## config.mk

```make
export PLATFORM = sky130hd
export DESIGN_NAME = seg7_scan_ctrl
export DESIGN_NICKNAME = d
export VERILOG_FILES = /design/src/rtl/seg7_pkg.sv /design/src/rtl/seg7_glyph_decode.sv /design/src/rtl/seg7_scan_ctrl.sv
export SDC_FILE = /design/constraint.sdc
export NUM_CORES = 1
export LEC_CHECK = 0
export ABC_AREA = 1
export CAP_MARGIN = 5
export CORE_MARGIN = 2
export CORE_UTILIZATION = 50
export CTS_BUF_LIST = sky130_fd_sc_hd__clkbuf_16
export DETAILED_ROUTE_END_ITERATION = 10
export GPL_TIMING_DRIVEN = 0
export PLACE_DENSITY = 0.72
export SLEW_MARGIN = 30
export SYNTH_ARGS = -nofsm -noshare
export SYNTH_HDL_FRONTEND = slang
export SYNTH_SLANG_ARGS = --single-unit
```

## constraint.sdc

```tcl
create_clock -name clk -period 18.65 [get_ports clk]
set_input_delay 3.73 -clock clk [delete_from_list [all_inputs] [get_ports clk]]
set_output_delay 3.73 -clock clk [all_outputs]
set_load 0.01 [all_outputs]
```

## src/rtl/seg7_pkg.sv

```systemverilog
// Shared constants for the seven-segment scan controller: glyph codes and
// active-low gfedcba segment patterns.
package seg7_pkg;

  localparam logic [7:0] CODE_A     = 8'h0A;
  localparam logic [7:0] CODE_C     = 8'h0C;
  localparam logic [7:0] CODE_D     = 8'h0D;
  localparam logic [7:0] CODE_E     = 8'h1E;
  localparam logic [7:0] CODE_I     = 8'hA0;
  localparam logic [7:0] CODE_DASH  = 8'hA1;
  localparam logic [7:0] CODE_P     = 8'hA2;
  localparam logic [7:0] CODE_R     = 8'hA3;
  localparam logic [7:0] CODE_U     = 8'hA4;
  localparam logic [7:0] CODE_N     = 8'hA5;
  localparam logic [7:0] CODE_T     = 8'hA6;
  localparam logic [7:0] CODE_X     = 8'hA7;
  localparam logic [7:0] CODE_O     = 8'hA8;
  localparam logic [7:0] CODE_BLANK = 8'hA9;

  // Bit order gfedcba, 0 = segment lit.
  localparam logic [6:0] SEG_0    = 7'b1000000;
  localparam logic [6:0] SEG_1    = 7'b1111001;
  localparam logic [6:0] SEG_2    = 7'b0100100;
  localparam logic [6:0] SEG_3    = 7'b0110000;
  localparam logic [6:0] SEG_4    = 7'b0011001;
  localparam logic [6:0] SEG_5    = 7'b0010010;
  localparam logic [6:0] SEG_6    = 7'b0000010;
  localparam logic [6:0] SEG_7    = 7'b1111000;
  localparam logic [6:0] SEG_8    = 7'b0000000;
  localparam logic [6:0] SEG_9    = 7'b0010000;
  localparam logic [6:0] SEG_A    = 7'b0001000;
  localparam logic [6:0] SEG_C    = 7'b1000110;
  localparam logic [6:0] SEG_D    = 7'b0100001;
  localparam logic [6:0] SEG_E    = 7'b0000110;
  localparam logic [6:0] SEG_I    = 7'b1111011;
  localparam logic [6:0] SEG_DASH = 7'b0111111;
  localparam logic [6:0] SEG_P    = 7'b0001100;
  localparam logic [6:0] SEG_R    = 7'b0101111;
  localparam logic [6:0] SEG_U    = 7'b1100011;
  localparam logic [6:0] SEG_N    = 7'b0101011;
  localparam logic [6:0] SEG_T    = 7'b0000111;
  localparam logic [6:0] SEG_X    = 7'b0001001;
  localparam logic [6:0] SEG_O    = 7'b0100011;
  localparam logic [6:0] SEG_OFF  = 7'b1111111;

endpackage

```

## src/rtl/seg7_glyph_decode.sv

```systemverilog
// Combinational glyph-code to segment-pattern lookup; unknown codes are blank.
module seg7_glyph_decode
  import seg7_pkg::*;
(
  input  logic [7:0] code,
  output logic [6:0] pattern
);

  always_comb begin
    pattern = SEG_OFF;
    case (code)
      8'h00:      pattern = SEG_0;
      8'h01:      pattern = SEG_1;
      8'h02:      pattern = SEG_2;
      8'h03:      pattern = SEG_3;
      8'h04:      pattern = SEG_4;
      8'h05:      pattern = SEG_5;
      8'h06:      pattern = SEG_6;
      8'h07:      pattern = SEG_7;
      8'h08:      pattern = SEG_8;
      8'h09:      pattern = SEG_9;
      CODE_A:     pattern = SEG_A;
      CODE_C:     pattern = SEG_C;
      CODE_D:     pattern = SEG_D;
      CODE_E:     pattern = SEG_E;
      CODE_I:     pattern = SEG_I;
      CODE_DASH:  pattern = SEG_DASH;
      CODE_P:     pattern = SEG_P;
      CODE_R:     pattern = SEG_R;
      CODE_U:     pattern = SEG_U;
      CODE_N:     pattern = SEG_N;
      CODE_T:     pattern = SEG_T;
      CODE_X:     pattern = SEG_X;
      CODE_O:     pattern = SEG_O;
      CODE_BLANK: pattern = SEG_OFF;
      default:    pattern = SEG_OFF;
    endcase
  end

endmodule

```

## src/rtl/seg7_scan_ctrl.sv

```systemverilog
// Multiplexed seven-segment scan controller with double-buffered frames and
// PWM brightness. Define SEG7_SCAN_BLINK_EN to add per-digit blinking.
module seg7_scan_ctrl
  import seg7_pkg::*;
#(
  parameter int NUM_DIGITS = 8,
  parameter int DIV_W      = 16,
  parameter int PWM_W      = 4
) (
  input  logic                    clk,
  input  logic                    reset,
  input  logic                    load_valid,
  output logic                    load_ready,
  input  logic [NUM_DIGITS*8-1:0] load_data,
  input  logic [NUM_DIGITS-1:0]   load_dp,
  input  logic [PWM_W-1:0]        brightness,
`ifdef SEG7_SCAN_BLINK_EN
  input  logic [NUM_DIGITS-1:0]   blink_mask,
`endif
  output logic [6:0]              seg,
  output logic                    dp,
  output logic [NUM_DIGITS-1:0]   an,
  output logic                    frame_tick
);

  localparam int IDX_W = $clog2(NUM_DIGITS);
  localparam logic [IDX_W-1:0] LAST_IDX = IDX_W'(NUM_DIGITS - 1);

  // Handshake: a frame transfers on a rising clk edge where load_valid and
  // load_ready are both high; the source holds load_data/load_dp until then.

  logic [DIV_W-1:0]        div_q, div_n;
  logic [IDX_W-1:0]        idx_q, idx_n;
  logic [NUM_DIGITS*8-1:0] pend_data_q, act_data_q, act_data_n;
  logic [NUM_DIGITS-1:0]   pend_dp_q, act_dp_q, act_dp_n;
  logic                    pend_valid_q;
  logic                    term_cnt, wrap, commit, accept, lit;
  logic [7:0]              code_n;
  logic [6:0]              seg_n;
  logic                    dp_n;
  logic [NUM_DIGITS-1:0]   an_n;

  assign accept = load_valid && load_ready;

  // Outputs are computed from next-state values so they move on the same
  // edge as the index, and the active buffer only swaps at the frame wrap.
  always_comb begin
    div_n      = div_q + 1'b1;
    term_cnt   = &div_q;
    wrap       = term_cnt && (idx_q == LAST_IDX);
    commit     = wrap && pend_valid_q;
    idx_n      = idx_q;
    if (term_cnt) idx_n = wrap ? '0 : idx_q + 1'b1;
    act_data_n = commit ? pend_data_q : act_data_q;
    act_dp_n   = commit ? pend_dp_q : act_dp_q;
    code_n     = act_data_n[{idx_n, 3'b000} +: 8];
    dp_n       = ~act_dp_n[idx_n];
    lit        = div_n[DIV_W-1 -: PWM_W] < brightness;
  end

  seg7_glyph_decode u_decode (
    .code    (code_n),
    .pattern (seg_n)
  );

`ifdef SEG7_SCAN_BLINK_EN
  logic [7:0] blink_cnt_q, blink_cnt_n;

  assign blink_cnt_n = wrap ? blink_cnt_q + 8'd1 : blink_cnt_q;

  always_ff @(posedge clk or posedge reset) begin
    if (reset) blink_cnt_q <= '0;
    else       blink_cnt_q <= blink_cnt_n;
  end

  always_comb begin
    an_n = '1;
    if (lit && !(blink_mask[idx_n] && blink_cnt_n[7])) an_n[idx_n] = 1'b0;
  end
`else
  always_comb begin
    an_n = '1;
    if (lit) an_n[idx_n] = 1'b0;
  end
`endif

  always_ff @(posedge clk or posedge reset) begin
    if (reset) begin
      div_q        <= '0;
      idx_q        <= '0;
      pend_data_q  <= '0;
      pend_dp_q    <= '0;
      pend_valid_q <= 1'b0;
      act_data_q   <= {NUM_DIGITS{CODE_BLANK}};
      act_dp_q     <= '0;
      load_ready   <= 1'b1;
      seg          <= SEG_OFF;
      dp           <= 1'b1;
      an           <= '1;
      frame_tick   <= 1'b0;
    end else begin
      div_q      <= div_n;
      idx_q      <= idx_n;
      act_data_q <= act_data_n;
      act_dp_q   <= act_dp_n;
      frame_tick <= wrap;
      seg        <= seg_n;
      dp         <= dp_n;
      an         <= an_n;
      if (accept) begin
        pend_data_q  <= load_data;
        pend_dp_q    <= load_dp;
        pend_valid_q <= 1'b1;
        load_ready   <= 1'b0;
      end else begin
        if (commit) pend_valid_q <= 1'b0;
        // Reopen one cycle after the tick that carried the commit.
        if (frame_tick && !pend_valid_q) load_ready <= 1'b1;
      end
    end
  end

endmodule

```

# Word-level counts from Yosys, hierarchy flattened
# Cells that the tools add are included.
dict set report word_totals {
  register_bits 182
  memories 0
  output_inout_bits 18
  mem_bits_ro 0
  input_bits 79
  latchBits 0
  elab_cells 67
  mem_bits_rw 0
}
dict set report classes {
  reduce_logical 10
  eq_ne 23
  div 0
  n_bitwise 2
  shift 1
  magnitude_cmp 3
  mux 14
  multipliers 0
  n_addsub 2
}
# cell n
set ops {}
lappend ops {{$pmux W7 S23} 1}
lappend ops {{$eq A8 B8 Y1 const B} 9}
lappend ops {{$mux W64} 1}
lappend ops {{$shiftx A64 B7 Y8} 1}
lappend ops {{$eq A8 B4 Y1 const B} 5}
lappend ops {{$eq A8 B3 Y1 const B} 4}
lappend ops {{$add A16 B1 Y16 const B} 1}
lappend ops {{$eq A8 B2 Y1 const B} 2}
lappend ops {{$mux W8} 2}
lappend ops {{$reduce_and A16 Y1} 1}
lappend ops {{$eq A8 B1 Y1 const B} 1}
lappend ops {{$eq A8 B5 Y1 const B} 1}
lappend ops {{$logic_not A8 Y1} 1}
lappend ops {{$not A8 Y8} 1}
lappend ops {{$mux W1} 6}
lappend ops {{$mux W3} 2}
lappend ops {{$logic_and A1 B1 Y1} 5}
lappend ops {{$lt A3 B4 Y1 const B} 1}
lappend ops {{$lt A4 B4 Y1} 1}
lappend ops {{$reduce_bool A2 Y1} 2}
lappend ops {{$add A3 B1 Y3 const B} 1}
lappend ops {{$bmux W1 S3} 1}
lappend ops {{$demux W1 S3} 1}
lappend ops {{$eq A3 B3 Y1 const B} 1}
lappend ops {{3 further kinds} 3}

# Depth between registers and ports, before layout
# Gate-level depths: netlist of the first run.
dict set report logic_depth {
  depth_word 10
  ltp_mapped 24
  ltp_nobuf 24
}

# Hierarchy
# From an unflattened synthesis of the first run, not the netlist that was laid out.
dict set report unflattened {
  cells_unflattened 1062
  area_unflattened_um2 8608.3
}
# mod cells_per_inst instances area_each_um2 seq_area_each_um2
set modules_own_cells {}
lappend modules_own_cells {seg7_scan_ctrl 932 1 8023.9 4615.7}
lappend modules_own_cells {seg7_glyph_decode 130 1 584.3 0.0}

# Worst setup path after synthesis of the first run
# OpenSTA, ideal clock, no wires.
dict set report synth_path {
  path_kind {input-to-reg}
  start {input port brightness[1]}
  end {register an[0]}
  cell_stages 6
  required_time_ns 18.544
  path_slack_ns 13.747
  t_arrival_ns 4.797
  path_buffers 0
  setup_time_ns 0.106
  path_cell_list {inv_1 > ha_1 > a21oi_1 > nor2_1 > a211oi_1 > nand2_1}
}
dict set report synth_between {
  elab_chain_len 2
}
# item line_no
set synth_rtl {}
lappend synth_rtl {{start, declared} seg7_scan_ctrl.sv:16} ;# input logic [PWM_W-1:0] brightness,
lappend synth_rtl {{$lt A4 B4 Y1} seg7_scan_ctrl.sv:58} ;# lit = div_n[DIV_W-1 -: PWM_W] < brightness;
lappend synth_rtl {{$mux W8} seg7_scan_ctrl.sv:83} ;# if (lit) an_n[idx_n] = 1'b0;
lappend synth_rtl {{via an_n[0]} seg7_scan_ctrl.sv:41} ;# logic [NUM_DIGITS-1:0] an_n;
lappend synth_rtl {{end signal, assigned} seg7_scan_ctrl.sv:109} ;# an <= an_n;
lappend synth_rtl {{end, declared} seg7_scan_ctrl.sv:22} ;# output logic [NUM_DIGITS-1:0] an,
# The timed path passes the listed nets, and every way through them passes these cells.
# A chain may end at the register's enable or synchronous reset.

# Worst setup path after layout of the first run
dict set report layout_path {
  start {input port load_valid}
  end {register pend_data_q[2]}
}
dict set report layout_between {
  elab_chain_len 1
}
# item line_no
set layout_rtl {}
lappend layout_rtl {{start, declared} seg7_scan_ctrl.sv:12} ;# input logic load_valid,
lappend layout_rtl {{$logic_and A1 B1 Y1} seg7_scan_ctrl.sv:43} ;# assign accept = load_valid && load_ready;
lappend layout_rtl {{end signal, assigned} seg7_scan_ctrl.sv:111} ;# pend_data_q <= load_data;
lappend layout_rtl {{end, declared} seg7_scan_ctrl.sv:34} ;# logic [NUM_DIGITS*8-1:0] pend_data_q, act_data_q, act_data_n;
# No other way between the ends.

==> impl_metrics.tcl, run 1 <==
set metrics [dict create \
    clkTransAtPathRegs_ns 0.07 \
    setup_tns_ns 0 \
    postCtsHoldBufs 0 \
    synth_area_leader_cell "dfrtp_1" \
    ys_seq_elements 182 \
    synth_top_cells_by_count "517 x nand2_1, 147 x nor2_1, 133 x dfrtp_1" \
    max_freq_mhz 177 \
    syn_nets 1300 \
    cts_root_buf "clkbuf_16" \
    finalHoldViolCount 0 \
    viasPerCell 5.03 \
    end_kind "register" \
    ys.flop_type "dfrtp_1" \
    netlist_area_sq_um 9160 \
    skew_ns 0.0124 \
    hold_path_depth 1 \
    max_cap_viol_count 0 \
    critPathLaunchType "input pin" \
    antenna_found_initial 0 \
    worstHoldStart "div_q[0]" \
    cts-resized-gates 0 \
    wl_microns 24000 \
    cts_tree "yes" \
    critPathKind "input pin to register" \
    hold_path_end "div_q[0]" \
    cts_setup_buffers 0 \
    post_drt_wl_per_cell_microns 15.2 \
    r2r-start "idx_q[1]" \
    cts_made_buffers 17 \
    worstPathCellList "clkdlybuf4s50_1, nand2_1, clkinv_1, clkbuf_1, buf_1, nand2_1, nand2_1" \
    ys_warn_count 0 \
    max_stage_delay_ns 0.65 \
    finalSetupViolCount 0 \
    place_inst 1542 \
    final_area_sq_um 11000 \
    async_flop_share 1.00 \
    cp_max_fo 10 \
    post-route-drc-count 0 \
    fill_cells 1642 \
    core_area_sq_um 18000 \
    drt-initial-drc-count 602 \
    portBuffers 96 \
    synth_most_common_cell "nand2_1" \
    nets 1417 \
    r2r_slack_ns 15.31 \
    finalWorstSetupSlack_ns 13.01 \
    synth_top_area_frac 0.363 \
    tightest_slew_ns 0.819 \
    dieArea_sq_um 19400 \
    first_pass_iters 5 \
    p_leak_nw 5.92 \
    drive_gt1_frac 0.116 \
    max-vdd-ir-drop_v 0.0000798 \
    preCtsSetupSlack_ns 12.57 \
    r2r_end "seg[3]" \
    die_h_microns 139 \
    min_path_type "register to register" \
    avgSynthCellArea_sq_um 7.54 \
    ant_nets 0 \
    cts.path.max_buffers 2 \
    slew_violations 0 \
    crit_arrival_ns 6.01 \
    grt_start_max_net_pins 73 \
    vias 7915 \
    yosys.cell_types.count 34 \
    cpMostUsedCell "nand2_1" \
    row_count 49 \
    grt_overflow_total 0 \
    max-slew-margin-rel 0.454 \
    pin_count 97 \
    crit_cells 7 \
    track_usage 0.257 \
    area_delta_synth_final_pct 20.5 \
    required_ns 19.02 \
    gp_congestion 0.948 \
    cp_slowest_cell "clkbuf_1" \
    worst_path_dominant_cell_family "buffers and inverters" \
    htreeDepth 4 \
    dp_hpwl_microns 17500 \
    reg2reg_depth 19 \
    die_w_microns 139 \
    period_share 0.302 \
    rsz0062_at_grt "false" \
    clk_latency_ns 0.44 \
    outcome "finished clean" \
    seq_area_frac_synth 0.504 \
    final-instance-count-excl-fill 1574 \
    synth_edf_count 0 \
    cts_sinks 182 \
    antenna_cells 0 \
    postSynthCellCount 1215 \
    synth.top_cells.by_area "dfrtp_1 36%, nand2_1 21%, dfstp_2 14%" \
    grt_pass1_wl_microns 39100 \
    initial_utilization 0.510 \
    cp_num_buf_inv 4 \
    grt_pass1_vias 7712 \
    fin_crit_ns 5.64 \
    placed_cell_area_sq_um 10500 \
    powerDensity_nw_per_um2 83.3 \
]
## kinds of logic after synthesis
| family | after synthesis | share of synthesized area |
|---|---|---|
| adder cells (fa/ha/maj) | 6 | 0.00820 |
| flip-flops | 182 | 0.504 |
| AND/OR/NAND/NOR | 788 | 0.363 |
| AO/OA/AOI/OAI | 47 | 0.0299 |
| buffers and inverters | 178 | 0.0809 |
| XOR/XNOR | 14 | 0.0134 |
## flip-flops by register name, indices dropped and copies added, names as in the netlist
signal and flops:
act_data_q 64, act_dp_q 8, an 8, div_q 16, dp 1, frame_tick 1, idx_q 3, load_ready 1
pend_data_q 64, pend_dp_q 8, pend_valid_q 1, seg 7
## power breakdown
group / internal [mW] / switching [mW]
sequential: 0.447 / 0.0338
clock: 0.196 / 0.157
combinational: 0.0390 / 0.0462
total: 0.682 / 0.237
## stage by stage
step / util / hold slack [ns] / total power, mW
after floorplan: - / 0.423 / 0.526
after global placement: 0.579 / 0.438 / 0.567
after detailed placement: 0.583 / 0.450 / 0.573
after CTS: 0.614 / 0.460 / 0.926
after global routing: 0.614 / 0.475 / 0.959
final: 0.614 / 0.455 / 0.919
## worst register-to-register path, delay by kind of cell (launching register included)
| kind | cells | cell delay [ns] |
|---|---|---|
| simple gates | 15 | 1.66 |
| buf+inv | 2 | 0.80 |
| flops | 1 | 0.38 |
| fa+ha+maj | 2 | 0.42 |
## worst max-delay path by stage
stage                     startpoint        endpoint  slack, ns
after floorplan                reset  act_data_q[10]      10.06
after detailed placement  load_valid  pend_data_q[0]      12.57
after global routing      load_valid  pend_data_q[2]      12.90
final                     load_valid  pend_data_q[2]      13.01
after global placement         reset    pend_dp_q[1]       7.62
after CTS                 load_valid  pend_data_q[2]      12.99
## area by class of cell
type | instances | area [sq um] | area share
multi-input combinational | 855 | 3800 | 0.344
buffer | 41 | 226 | 0.0205
timing repair buffer | 98 | 1020 | 0.0921
clock inverter | 15 | 141 | 0.0128
tap | 229 | 287 | 0.0260
sequential | 182 | 4620 | 0.418
clock buffer | 17 | 425 | 0.0386
inverter | 137 | 522 | 0.0473
## placed cells by master, fill, tap and decap left out, types with 4 or more instances in the layout
master	synthesis	layout
buf_2	7	7
buf_4	5	5
buf_6	6	6
clkbuf_1	20	20
clkbuf_16	0	17
clkdlybuf4s50_1	0	96
clkinv_1	3	4
clkinvlp_4	0	4
dfrtp_1	133	133
dfstp_2	49	49
ha_1	6	6
inv_1	129	131
inv_2	5	5
nand2_1	517	517
nand2_2	14	14
nand3_1	29	29
nand3_2	8	8
nand4_1	42	42
nor2_1	147	147
nor2_2	10	10
nor2_4	6	6
nor3_1	5	5
o21ai_0	24	24
o21ai_1	10	10
o21ai_2	9	9
xor2_1	11	11
## metal layers
layer | GRT usage | vias up | share of wire
li1 | - | 3953 | -
met1 | 0.354 | 3664 | 0.45
met2 | 0.412 | 250 | 0.47
met3 | 0.0451 | 48 | 0.056
met4 | 0.0941 | 0 | 0.030
met5 | 0 | - | 0
Power figures use the tool's default switching activity.
==> run 2: changes to the inputs <==
- PLACE_DENSITY: 0.72 -> 0.75
- clock period: 18.65 -> 4.6 ns (I/O delays scaled with it)
==> run 2 against run 1 <==
Register-to-register slack got worse by 14 ns. Design area increased by 1.1%. Die area unchanged. Wire length decreased by 1.4%. The run now ends with design-rule violations left. Combinational power increased to 4.1 times the previous value. First-iteration DRC count increased by 8.0%. Via count increased by 1.1%.
==> impl_metrics.tcl, run 2 (synthesized netlist as in run 1, its figures left out) <==
set metrics [dict create \
    power_frac_clock 0.392 \
    gp_congestion 0.954 \
    dieArea_sq_um 19400 \
    clk_latency_ns 0.44 \
    rsz0062_at_grt "false" \
    reg.largest.list "act_data_q x64, pend_data_q x64, div_q x16" \
    total_power_mw 3.80 \
    antenna_found_initial 0 \
    r2r_end "seg[3]" \
    post-route-drc-count 3 \
    end_kind "register" \
    viasPerCell 5.07 \
    max_cap_viol_count 0 \
    endpoint "seg[3]" \
    max_stage_delay_ns 0.43 \
    max-vdd-ir-drop_v 0.000266 \
    violations "design-rule violations" \
    final-instance-count-excl-fill 1579 \
    drt-initial-drc-count 650 \
    skew_ns 0.00821 \
    critPathLaunchType "register" \
    final_area_sq_um 11200 \
    place_inst 1547 \
    vias 8002 \
    antenna_cells 0 \
    grt_start_max_net_pins 31 \
    postCtsHoldBufs 0 \
    hold_ws_ns 0.454 \
    cts_setup_buffers 0 \
    pin_count 97 \
    grt_pass1_vias 7859 \
    finish.utilization 0.621 \
    worstPathCellList "ha_1, ha_1, clkbuf_1, clkbuf_1, nand4_1, nand2_1, nor2_1, nor2_1, nand2_1, nor2_2, nand2_4, nor2_4, nand2_1, nand2_1, nor2_1, nand2_1, nor2_2, nand2_4, nand2_1" \
    grt.met2_usage 0.411 \
    crit_arrival_ns 3.69 \
    wl_microns 23600 \
    powerDensity_nw_per_um2 341 \
    min_path_type "register to register" \
    reg2reg_depth 19 \
    drive_gt1_frac 0.122 \
    die_w_microns 139 \
    row_count 49 \
    required_ns 4.96 \
    slew_violations 0 \
    outcome "finished with violations" \
    fin_crit_ns 3.33 \
    final_common_cell "nand2_1" \
    htreeDepth 4 \
    setup_tns_ns 0 \
    mostFrequentLayoutCells "517 x nand2_1, 147 x nor2_1, 133 x dfrtp_1" \
    globalRouteMet1Util 0.338 \
    max_freq_mhz 300 \
    period_share 0.724 \
    cp-startpoint "idx_q[0]" \
    tightest_slew_ns 0.886 \
    crit_cells 19 \
    fill_cells 1576 \
    cts_root_buf "clkbuf_16" \
    max-slew-margin-rel 0.406 \
    post_drt_wl_per_cell_microns 15.0 \
    nets 1422 \
    finalSetupViolCount 0 \
    track_usage 0.255 \
    p_int_mw 2.79 \
    portBuffers 96 \
    core_area_sq_um 18000 \
    cts_sinks 182 \
    r2r-start "idx_q[0]" \
    cp_num_buf_inv 2 \
    use_met3 0.0485 \
    p_seq_frac 0.515 \
    cts.path.max_buffers 2 \
    placed_cell_area_sq_um 10600 \
    worst_path_dominant_cell_family "simple AND/OR/NAND/NOR gates" \
    cts-resized-gates 0 \
    ant_nets 0 \
    initial_utilization 0.510 \
    cts_tree "yes" \
    grt_pass1_wl_microns 38800 \
    clkTransAtPathRegs_ns 0.07 \
    finalWorstSetupSlack_ns 1.27 \
    first_pass_iters 8 \
    cp_max_fo 10 \
    critPathKind "register to register" \
    power.switching_mw 1.01 \
    p_sw_frac 0.265 \
    area_delta_synth_final_pct 21.8 \
    die_h_microns 139 \
    grt_overflow_total 0 \
    p_comb_frac 0.093 \
    p_leak_nw 5.95 \
    cpMostUsedCell "nand2_1" \
    finalHoldViolCount 0 \
    cts_made_buffers 17 \
    preCtsSetupSlack_ns 1.35 \
    grt.busiest_layer "met2" \
    dp_hpwl_microns 17400 \
    r2r_slack_ns 1.27 \
    cp_slowest_cell "clkbuf_1" \
]
-- run 2: cell type report --
type | count | area, sq um | share of cell area
Multi-Input combinational cell | 855 | 3800 | 0.341
Clock inverter | 15 | 170 | 0.0153
Clock buffer | 17 | 425 | 0.0382
Inverter | 137 | 518 | 0.0465
Buffer | 41 | 226 | 0.0203
Tap cell | 229 | 287 | 0.0257
Timing Repair Buffer | 103 | 1110 | 0.0994
Sequential cell | 182 | 4620 | 0.414
-- run 2: how the worst min path moves through the flow --
| stage | startpoint | to | slack, ns | cells past startpoint |
|---|---|---|---|---|
| after floorplan | div_q[0] | div_q[0] | 0.42 | 1 |
| after global routing | div_q[0] | div_q[0] | 0.49 | 1 |
| after CTS | div_q[0] | div_q[0] | 0.45 | 1 |
| after global placement | div_q[0] | div_q[0] | 0.44 | 1 |
| after detailed placement | div_q[0] | div_q[0] | 0.45 | 1 |
| final | div_q[0] | div_q[0] | 0.45 | 1 |
-- run 2: power by group through the flow --
stage	clock network (mW)	logic [mW]	registers [mW]
2_1_floorplan	0	0.213	1.92
3_3_place_gp	0	0.328	1.97
3_5_place_dp	0	0.358	1.98
4_1_cts	1.50	0.361	1.95
5_1_grt	1.57	0.410	1.98
6_report	1.49	0.353	1.96
-- run 2: routing by layer --
metal | up-vias | routed length (microns)
li1 | 3966 | -
met1 | 3720 | 10300
met2 | 258 | 11000
met3 | 58 | 1420
met4 | 0 | 868
met5 | - | 0
-- run 2: worst reg2reg max path, delay by kind of cell, from the launching register on --
kind          cells  cell delay [ns]
simple gates     15             1.65
flops             1             0.38
buf+inv           2             0.81
fa+ha+maj         2             0.42
